`src/rtl/add_pkg.sv`:
```
// add_pkg: shared constants, payload types and queue states for add_responder.
package add_pkg;
   localparam int ADD_W = 3;
   localparam int ADD_TAG_W = 8;
   typedef logic [ADD_W:0] add_sum_t;
   typedef logic [ADD_TAG_W-1:0] add_tag_t;
   typedef struct packed {
      add_sum_t sum;
      add_tag_t tag;
   } add_rsp_t;
   typedef enum logic [1:0] {EMPTY, PARTIAL, FULL} q_state_e;
endpackage

```
`src/rtl/add_resp_fifo.sv`:
```
// add_resp_fifo: synchronous response queue; caller never pushes when full or pops when empty.
module add_resp_fifo import add_pkg::*; #(
   parameter int DEPTH = 4,
   parameter type T = add_rsp_t,
   localparam int AW = $clog2(DEPTH),
   localparam int CW = $clog2(DEPTH + 1)
) (
   input  logic          clk,
   input  logic          rst_n,
   input  logic          push,
   input  logic          pop,
   input  T              din,
   output T              dout,
   output logic          full,
   output logic          empty,
   output logic [CW-1:0] count
);
   T mem [DEPTH];
   logic [AW-1:0] wr, rd;
   assign dout = mem[rd];
   assign full = count == CW'(DEPTH);
   assign empty = count == '0;
   always_ff @(posedge clk)
      if (push) mem[wr] <= din;
   // pointers wrap naturally since DEPTH is a power of two; count disambiguates full/empty
   always_ff @(posedge clk)
      if (!rst_n) begin
         wr <= '0;
         rd <= '0;
         count <= '0;
      end else begin
         if (push) wr <= wr + AW'(1);
         if (pop) rd <= rd + AW'(1);
         count <= count + CW'(push) - CW'(pop);
      end
endmodule

```
`src/rtl/add_responder.sv`:
```
// add_responder: accepts (x, y), queues {x+y, tag}, returns over valid/ready.
// Define ADD_RESP_STATS_EN to add saturating stat_txn/stat_stall counters.
module add_responder import add_pkg::*; #(
   parameter int W = ADD_W,
   parameter int DEPTH = 4,
   parameter int TAG_W = ADD_TAG_W
) (
   input  logic             clk,
   input  logic             rst_n,
   input  logic             req_valid,
   output logic             req_ready,
   input  logic [W-1:0]     req_x,
   input  logic [W-1:0]     req_y,
   output logic             rsp_valid,
   input  logic             rsp_ready,
   output logic [W:0]       rsp_sum,
   output logic [TAG_W-1:0] rsp_tag,
   output logic             busy
`ifdef ADD_RESP_STATS_EN
   ,
   output logic [15:0]      stat_txn,
   output logic [15:0]      stat_stall
`endif
);
   localparam int CW = $clog2(DEPTH + 1);
   typedef struct packed {
      logic [W:0]       sum;
      logic [TAG_W-1:0] tag;
   } rsp_t;
   q_state_e state, state_nx;
   logic [TAG_W-1:0] next_tag;
   logic [CW-1:0] count;
   logic full, empty, push, pop;
   rsp_t head, entry;
   assign push = req_valid && req_ready && !full;
   assign pop = rsp_valid && rsp_ready;
   assign entry = '{sum: {1'b0, req_x} + {1'b0, req_y}, tag: next_tag};
   assign rsp_valid = state != EMPTY;
   assign busy = rsp_valid;
   assign rsp_sum = empty ? '0 : head.sum;
   assign rsp_tag = empty ? '0 : head.tag;
   add_resp_fifo #(.DEPTH(DEPTH), .T(rsp_t)) u_fifo (
      .clk(clk), .rst_n(rst_n), .push(push), .pop(pop), .din(entry),
      .dout(head), .full(full), .empty(empty), .count(count)
   );
   always_comb
      state_nx = (push && !pop) ? (count == CW'(DEPTH - 1) ? FULL : PARTIAL) :
                 (pop && !push) ? (count == CW'(1) ? EMPTY : PARTIAL) : state;
   // req_ready is registered from the next state, so a pop while full frees a slot one cycle later
   always_ff @(posedge clk)
      if (!rst_n) begin
         state <= EMPTY;
         req_ready <= 1'b0;
         next_tag <= '0;
      end else begin
         state <= state_nx;
         req_ready <= state_nx != FULL;
         if (push) next_tag <= next_tag + TAG_W'(1);
      end
`ifdef ADD_RESP_STATS_EN
   always_ff @(posedge clk)
      if (!rst_n) begin
         stat_txn <= '0;
         stat_stall <= '0;
      end else begin
         if (push && stat_txn != 16'hFFFF) stat_txn <= stat_txn + 16'd1;
         if (rsp_valid && !rsp_ready && stat_stall != 16'hFFFF) stat_stall <= stat_stall + 16'd1;
      end
`endif
endmodule

```
`config.mk`:
```
export PLATFORM = sky130hd
export DESIGN_NAME = add_responder
export DESIGN_NICKNAME = d
export VERILOG_FILES = /design/src/rtl/add_pkg.sv /design/src/rtl/add_resp_fifo.sv /design/src/rtl/add_responder.sv
export SDC_FILE = /design/constraint.sdc
export NUM_CORES = 1
export LEC_CHECK = 0
export BUFFER_PORTS_ARGS = -buffer_cell sky130_fd_sc_hd__buf_2
export CAP_MARGIN = 30
export CORE_MARGIN = 1.5
export CORE_UTILIZATION = 34
export CTS_CLUSTER_SIZE = 8
export DETAILED_ROUTE_END_ITERATION = 8
export GPL_ROUTABILITY_DRIVEN = 1
export PLACE_DENSITY = 0.62
export SYNTH_ARGS = -nofsm -noshare
export SYNTH_HDL_FRONTEND = slang
export SYNTH_SLANG_ARGS = --single-unit
```
`constraint.sdc`:
```
create_clock -name clk -period 2.06 [get_ports clk]
set_input_delay 0 -clock clk [delete_from_list [all_inputs] [get_ports clk]]
set_output_delay 0 -clock clk [all_outputs]
set_load 0.1 [all_outputs]
```
==> results.toml, run 1 <==
[drt]
viasPerCell = 4.65
routedWlPerCell_microns = 13.7
drtPass1Iterations = 4
drt_iter0_drc = 106
dr_total_vias = 1596
drcViolationCount = 0
drtAntennaViolNets = 0
wl_microns = 4680

[floorplan]
die-area_sq_um = 9280
core_sq_um = 8340
initial_utilization = 0.355
die_y_microns = 96.3
die_x_microns = 96.3
num_io_pins = 25
rows = 33

[placement]
place_ws_ns = 0.126
port_buffers = 24
place.detailed.hpwl_microns = 3070
dp_cells = 328
place_area_sq_um = 3280
gp_congestion = 0.735

[logic_synthesis]
ys_types = 39
synth.ff_latch_count = 68
synth_top_family_by_area = "simple AND/OR/NAND/NOR gates"
synth_xor_area_frac = 0.0325
ys_top_cells_by_area = "edfxtp_1 49%, dfxtp_1 14%, mux4_2 9.1%, ha_1 4.2%, nor2b_1 3.0%"
synthAdderAreaFrac = 0.0558
syn-cell-area_sq_um = 2960
avgSynthCellArea_sq_um = 15.1
synth_compound_area_frac = 0.0334
synth_nets = 218
synth-main-ff-cell = "edfxtp_1"
yosysMostFrequentCell = "edfxtp_1"
async_flop_share = 0
synthSimpleGateAreaFrac = 0.128
yosys_warnings = 0
synth-edff-count = 48
synth-seq-area-share = 0.622
muxShareOfSynthArea = 0.0981
syn_inst = 196
netlist_top_cells_count = "48 x edfxtp_1, 20 x dfxtp_1, 14 x nor2b_1"
synth_top_cell_by_area = "edfxtp_1"
synth_top_area_share = 0.487

[setup_path]
setup.worst_path.start_class = "flop"
worst_setup_path_end_kind = "flop"
crit_type = "flop to flop"
worst_path_max_delay_cell = "fa_1"
r2r-end = "u_fifo.count[2]"
rrSetupSlack_ns = 0.12
critPathMaxStageDelay_ns = 0.40
path_cells = "o21ai_4 -> inv_1 -> ha_1 -> inv_1 -> ha_1 -> inv_1 -> fa_1 -> xnor2_2 -> xnor2_1 -> and2_1"
critical_path.max_fanout = 3
required_ns = 2.30
worstPathArrival_ns = 2.18
reg2reg_depth = 10
cpMostUsedCell = "inv_1"
r2r-start = "state[1]"

[global_routing]
grt_pass1_wl_microns = 7970
grt_pass1_vias = 1640
antenna_found_initial = 0
grt_overflow_total = 0
grt_max_degree = 22
track_usage = 0.120

[timing]
fmax_mhz = 515
worst_hold_slack_ns = 0.0232
fin_skew_ns = 0.00456
maxSlewHeadroom = 0.678
period_share = 0.943
hold_viol = 0
period_needed_ns = 1.94
slew_violations = 0
rsz0062_at_grt = "no"
worst_pin_slew_ns = 0.486
setup_ws_ns = 0.118
setup_viol = 0

[worst_hold_path]
min_path_type = "primary input to flop"
min_to = "u_fifo.mem[0][8]"
hold_depth = 2
hp-start = "req_y[0]"

[power_and_ir_drop]
p_leak_nw = 1.33
power_mw = 4.21
p_per_area_nw_per_um2 = 1200
ir_drop_v = 0.000533

[final_layout]
final_cell_area_sq_um = 3510
seq_area_sq_um = 1850
final_cells = 343
synthToLayoutAreaGrowth_pct = 18.5
antenna_cells = 0
nets = 256
fillers = 789
final_layout_size_suffix_gt1_frac = 0.366
multi_input_area_sq_um = 1070

[run]
cap_violations = 0

[clocking]
clk_path_buf_depth = 2
clk_latency_ns = 0.34
cts_buffers = 9
hold_buffers = 0
clkSlewWorstSetupHoldPaths_ns = 0.07
cts-htree-levels = 3
cts_sinks = 68
cts_tree = "built"
cts_root_buf = "clkbuf_8"

[outcome]
status = "finished clean"
-- sequential cells by signal, indices dropped and copies added, names as in the netlist, named ones only --
name,count
next_tag,8
req_ready,1
state,2
u_fifo.count,3
u_fifo.mem,48
u_fifo.rd,2
u_fifo.wr,2
-- how the worst max path moves through the flow --
stage | startpoint | end | slack (ns) | depth (start not counted)
floorplan | req_ready | u_fifo.count[2] | -0.20 | 10
global route | state[1] | u_fifo.count[2] | 0.01 | 10
detailed placement | state[0] | u_fifo.count[2] | 0.13 | 10
global placement | state[0] | u_fifo.count[2] | 0.14 | 10
finish | state[1] | u_fifo.count[2] | 0.12 | 10
CTS | flop | rsp_tag[0] | 0.11 | 4
-- critical path, delay by kind of cell, from the launching register on --
| family | cells | cell delay, ns |
|---|---|---|
| adders and majority gates | 3 | 0.79 |
| DFF | 1 | 0.34 |
| xor gates and xnor gates | 2 | 0.27 |
| buffers and inverters | 3 | 0.16 |
| AOI/OAI and AO/OA | 1 | 0.14 |
| and+or+nand+nor | 1 | 0.14 |
-- area by class of cell --
cell class | instances | area share
Inverter | 12 | 0.0143
Clock inverter | 6 | 0.0253
Sequential cell | 68 | 0.527
Multi-Input combinational cell | 109 | 0.305
Timing Repair Buffer | 34 | 0.0557
Tap cell | 105 | 0.0375
Clock buffer | 9 | 0.0353
-- per-layer routing --
layer,vias up,share of wire,track usage
li1,783,-,-
met3,13,0.048,0.0355
met5,-,0,0
met4,0,0.023,0.0616
met1,765,0.46,0.145
met2,35,0.47,0.192
-- stage by stage --
step / utilization / TNS, ns
after detailed placement: 0.393 / 0
after floorplan: - / -0.197
after global routing: 0.420 / 0
after global placement: 0.393 / 0
final: 0.420 / 0
after CTS: 0.419 / 0
-- power by group --
| group | leakage, nW | internal [mW] | switching [mW] |
|---|---|---|---|
| Clock | 0.102 | 0.676 | 0.498 |
| Combinational | 0.608 | 0.358 | 1.07 |
| Sequential | 0.618 | 1.55 | 0.0575 |
| Total | 1.33 | 2.58 | 1.63 |
-- repair_timing --
item | in CTS | in global routing
resized for setup | 0 | 4
setup buffers | 0 | 0
endpoints found under the hold margin | 0 | 0
endpoints found under the setup margin | 0 | 1
-- cell usage in the layout, fill, tap and decap left out, drive strengths merged --
cell      netlist  layout
fa              2       2
nor3b           4       4
and2           15      15
a21boi          3       3
or2             2       2
a21o            4       4
mux4           12      12
nor2b          14      14
o211a           1       1
edfxtp         48      48
ha             10      10
clkbuf          3       9
mux2i           2       2
clkinv          0       1
o311a           1       1
nor2            2       2
nand3b          1       1
o21ai           3       3
nand3           3       3
and3            1       1
dfxtp          20      20
bufinv          0       2
buf             4      34
nand4           1       1
nor3            4       4
clkinvlp        0       2
xnor2           8       8
nand2           9       9
xor2            3       3
inv            12      13
nor4            2       2
nand2b          2       2
-- cells by family after synthesis --
| kind of cell | after synthesis |
|---|---|
| and+or+nand+nor | 60 |
| adders and majority gates | 12 |
| DFF | 68 |
| muxes | 14 |
| xor gates and xnor gates | 11 |
| buffers and inverters | 19 |
| AOI/OAI and AO/OA | 12 |
Note: power is estimated with default switching activity, not from simulation.
==> run 2: changes to the inputs <==
- CORE_UTILIZATION: 34 -> 40
- CTS_CLUSTER_SIZE: 8 -> not set
- PLACE_DENSITY: 0.62 -> 0.69
==> results.toml, run 2 (synthesis gave the netlist of run 1 again) <==
[outcome]
status = "finished clean"

[floorplan]
rows = 31
die-area_sq_um = 7930
core_sq_um = 7210
num_io_pins = 25
die_x_microns = 89.0
die_y_microns = 89.0
initial_utilization = 0.410

[final_layout]
utilization = 0.483
final_layout_size_suffix_gt1_frac = 0.372
largest_reg_flops = 48
antenna_cells = 0
synthToLayoutAreaGrowth_pct = 17.8
reg_top3 = "u_fifo.mem (48), next_tag (8), u_fifo.count (3)"
final_cell_area_sq_um = 3490
final_common_cell = "edfxtp_1"
final_cells = 338
largest_register = "u_fifo.mem"
nets = 256
final_cell_mix = "48 x edfxtp_1, 24 x buf_2, 16 x dfxtp_1"

[setup_path]
worst_path_max_delay_cell = "mux4_2"
critical_path.max_fanout = 12
worstPathArrival_ns = 1.94
critPathMaxStageDelay_ns = 0.55
rrSetupSlack_ns = 0.13
crit_type = "flop to output pin"
reg2reg_depth = 10
setup.worst_path.start_class = "flop"
path_cells = "buf_4 -> mux4_2 -> nor2b_2 -> buf_2"
worst_setup_path_end_kind = "output pin"
required_ns = 2.06

[clocking]
cts_buffers = 9
clk_latency_ns = 0.34
clkSlewWorstSetupHoldPaths_ns = 0.08
clk_path_buf_depth = 2
cts_root_buf = "clkbuf_8"
cts_sinks = 68
post_cts_buffers = 0
cts_tree = "built"
hold_buffers = 0
cts-htree-levels = 3

[drt]
dr_total_vias = 1586
drt_iter0_drc = 65
drtPass1Iterations = 4
routedWlPerCell_microns = 14.2
wl_microns = 4800
drtAntennaViolNets = 0
viasPerCell = 4.69
drcViolationCount = 0

[placement]
place.detailed.hpwl_microns = 3150
gp_congestion = 0.756
dp_cells = 322
place_ws_ns = 0.117
port_buffers = 24
place_area_sq_um = 3270

[timing]
slew_violations = 0
finalSetupTns_ns = 0
setup_ws_ns = 0.118
maxSlewHeadroom = 0.675
worst_hold_slack_ns = 0.0250
fin_skew_ns = 0.0109
fmax_mhz = 515
period_share = 0.943
worst_pin_slew_ns = 0.491
setup_viol = 0
rsz0062_at_grt = "no"
hold_viol = 0
period_needed_ns = 1.94

[run]
cap_violations = 0

[power_and_ir_drop]
p_per_area_nw_per_um2 = 1180
p_leak_nw = 1.32
power_mw = 4.12
ir_drop_v = 0.000725

[worst_hold_path]
min_path_type = "primary input to flop"
hold_depth = 3

[global_routing]
grt_max_degree = 22
antenna_found_initial = 0
grt_overflow_total = 0
grt_pass1_wl_microns = 7760
track_usage = 0.136
grt_pass1_vias = 1616
==> run 2: final timing paths <==
kind | start | to
setup / recovery | flop | rsp_sum[2]
hold / removal | rsp_ready | state[1]
setup reg to reg | state[1] | u_fifo.count[2]
hold reg to reg | u_fifo.wr[1] | u_fifo.wr[1]
==> run 2: area by class of cell <==
type / count / area [sq um]
clock buffers: 9 / 124
clock inverters: 7 / 75.1
fillers: 630 / 3730
inverters: 12 / 50.0
multi-input cells: 109 / 1070
flip-flops and latches: 68 / 1850
well taps: 99 / 124
repair buffers: 34 / 195
==> run 2: routing by layer <==
| metal | GRT usage | share of wire | up-vias |
|---|---|---|---|
| li1 | - | - | 781 |
| met1 | 0.162 | 0.47 | 767 |
| met2 | 0.230 | 0.48 | 31 |
| met3 | 0.0471 | 0.038 | 7 |
| met4 | 0.0503 | 0.010 | 0 |
| met5 | 0 | 0 | - |
==> run 2: critical path, delay by kind of cell (launching register included) <==
| family | cells | cell delay [ns] |
|---|---|---|
| mux | 1 | 0.55 |
| flops | 1 | 0.33 |
| simple gates | 1 | 0.16 |
| buf+inv | 2 | 0.56 |
==> run 2: repair_timing <==
action                     4_1_cts  5_1_grt
hold endpoints to repair         0        0
resized for setup                0        5
setup endpoints to repair        0        1
==> run 2: power by group <==
part	internal, mW	total [mW]	switching, mW	leakage [nW]
clock	0.564	1.08	0.512	0.0923
sequential	1.55	1.61	0.0594	0.618
combinational	0.359	1.44	1.08	0.606
==> run 3: changes to the inputs <==
- HOLD_SLACK_MARGIN: not set -> 0.06
==> results.toml, run 3 (synthesis gave the netlist of run 1 again) <==
[outcome]
status = "finished clean"

[timing]
fin_skew_ns = 0.0111
finalSetupTns_ns = 0
hold_viol = 0
period_share = 0.943
slew_violations = 0
rsz0062_at_grt = "no"
period_needed_ns = 1.94
fmax_mhz = 515
worst_hold_slack_ns = 0.121
setup_viol = 0
worst_pin_slew_ns = 0.491
maxSlewHeadroom = 0.675

[floorplan]
core_sq_um = 7210
initial_utilization = 0.410
die_y_microns = 89.0
die_x_microns = 89.0
die-area_sq_um = 7930
num_io_pins = 25
rows = 31

[final_layout]
reg_top3 = "u_fifo.mem (48), next_tag (8), u_fifo.count (3)"
final_cell_mix = "48 x edfxtp_1, 24 x buf_2, 16 x dfxtp_1"
nets = 261
largest_reg_flops = 48
antenna_cells = 0
final_cells = 343
synthToLayoutAreaGrowth_pct = 19.5
largest_register = "u_fifo.mem"
final_common_cell = "edfxtp_1"
final_layout_size_suffix_gt1_frac = 0.365

[placement]
gp_congestion = 0.756
port_buffers = 24
dp_cells = 322
place.detailed.hpwl_microns = 3150

[worst_hold_path]
hp-start = "req_valid"
min_path_type = "primary input to flop"

[drt]
drcViolationCount = 0
wl_microns = 4840
routedWlPerCell_microns = 14.1
viasPerCell = 4.67
drtPass1Iterations = 4
drt_iter0_drc = 68
dr_total_vias = 1602
drtAntennaViolNets = 0

[setup_path]
required_ns = 2.06
critical_path.max_fanout = 12
setup.worst_path.start_class = "flop"
worst_setup_path_end_kind = "output pin"
r2r-start = "state[1]"
worstPathArrival_ns = 1.94
crit_type = "flop to output pin"

[global_routing]
grt_pass1_vias = 1629
grt_max_degree = 22
grt_overflow_total = 0
antenna_found_initial = 0
grt_pass1_wl_microns = 7820
track_usage = 0.137

[clocking]
cts-htree-levels = 3
clkSlewWorstSetupHoldPaths_ns = 0.08
clk_latency_ns = 0.34
cts_root_buf = "clkbuf_8"
post_cts_buffers = 0
cts_sinks = 68
clk_path_buf_depth = 2
cts_tree = "built"
cts_buffers = 9

[run]
cap_violations = 0

[power_and_ir_drop]
p_per_area_nw_per_um2 = 1170
ir_drop_v = 0.000728
p_leak_nw = 1.33
-- run 3: cell types whose count changed in the layout (fill, tap and decap cells not counted), sizes merged --
cell,before,now
dlygate4sd3,0,5
-- run 3: cell type report --
cell class / instances / area, sq um
clock inverter: 7 / 75.1
inverter: 12 / 50.0
multi-input combinational: 109 / 1070
timing repair buffer: 39 / 245
clock buffer: 9 / 124
tap: 99 / 124
sequential: 68 / 1850
fill: 627 / 3680
-- run 3: metrics by stage --
stage	setup slack [ns]	utilization	instance area [sq um]	total power, mW
floorplan	-0.197	-	2990	2.80
global placement	0.132	0.454	3270	3.05
detailed placement	0.117	0.454	3270	3.07
CTS	0.0858	0.488	3520	4.16
global route	0.0210	0.490	3540	4.33
finish	0.117	0.490	3540	4.13
-- run 3: routing by layer --
metal / share of wire / track usage / up-vias
met2: 0.49 / 0.232 / 32
li1: - / - / 791
met1: 0.46 / 0.164 / 774
met5: 0 / 0 / -
met4: 0.0070 / 0.0503 / 0
met3: 0.040 / 0.0471 / 5
-- run 3: final timing paths --
path,end,slack [ns],cells after the start
setup / recovery,rsp_sum[2],0.12,4
hold / removal,req_ready,0.12,4
setup reg to reg,u_fifo.count[2],0.12,10
hold reg to reg,u_fifo.wr[1],0.51,2
-- run 3: worst max-delay path: stages, from the launching register on --
cell,delay (ns)
dfxtp_1,0.33
buf_4,0.27
mux4_2,0.55
nor2b_2,0.16
buf_2,0.29
-- run 3: report_power, final --
group	total (mW)	leakage [nW]	internal, mW	switching (mW)
clock network	1.08	0.0923	0.564	0.515
registers	1.61	0.618	1.55	0.0596
logic	1.44	0.624	0.365	1.08
-- run 3: what timing repair did --
item,4_1_cts,5_1_grt
endpoints found under the hold margin,6,0
endpoints found under the setup margin,0,1
gates resized for setup,0,5
hold buffers,5,0
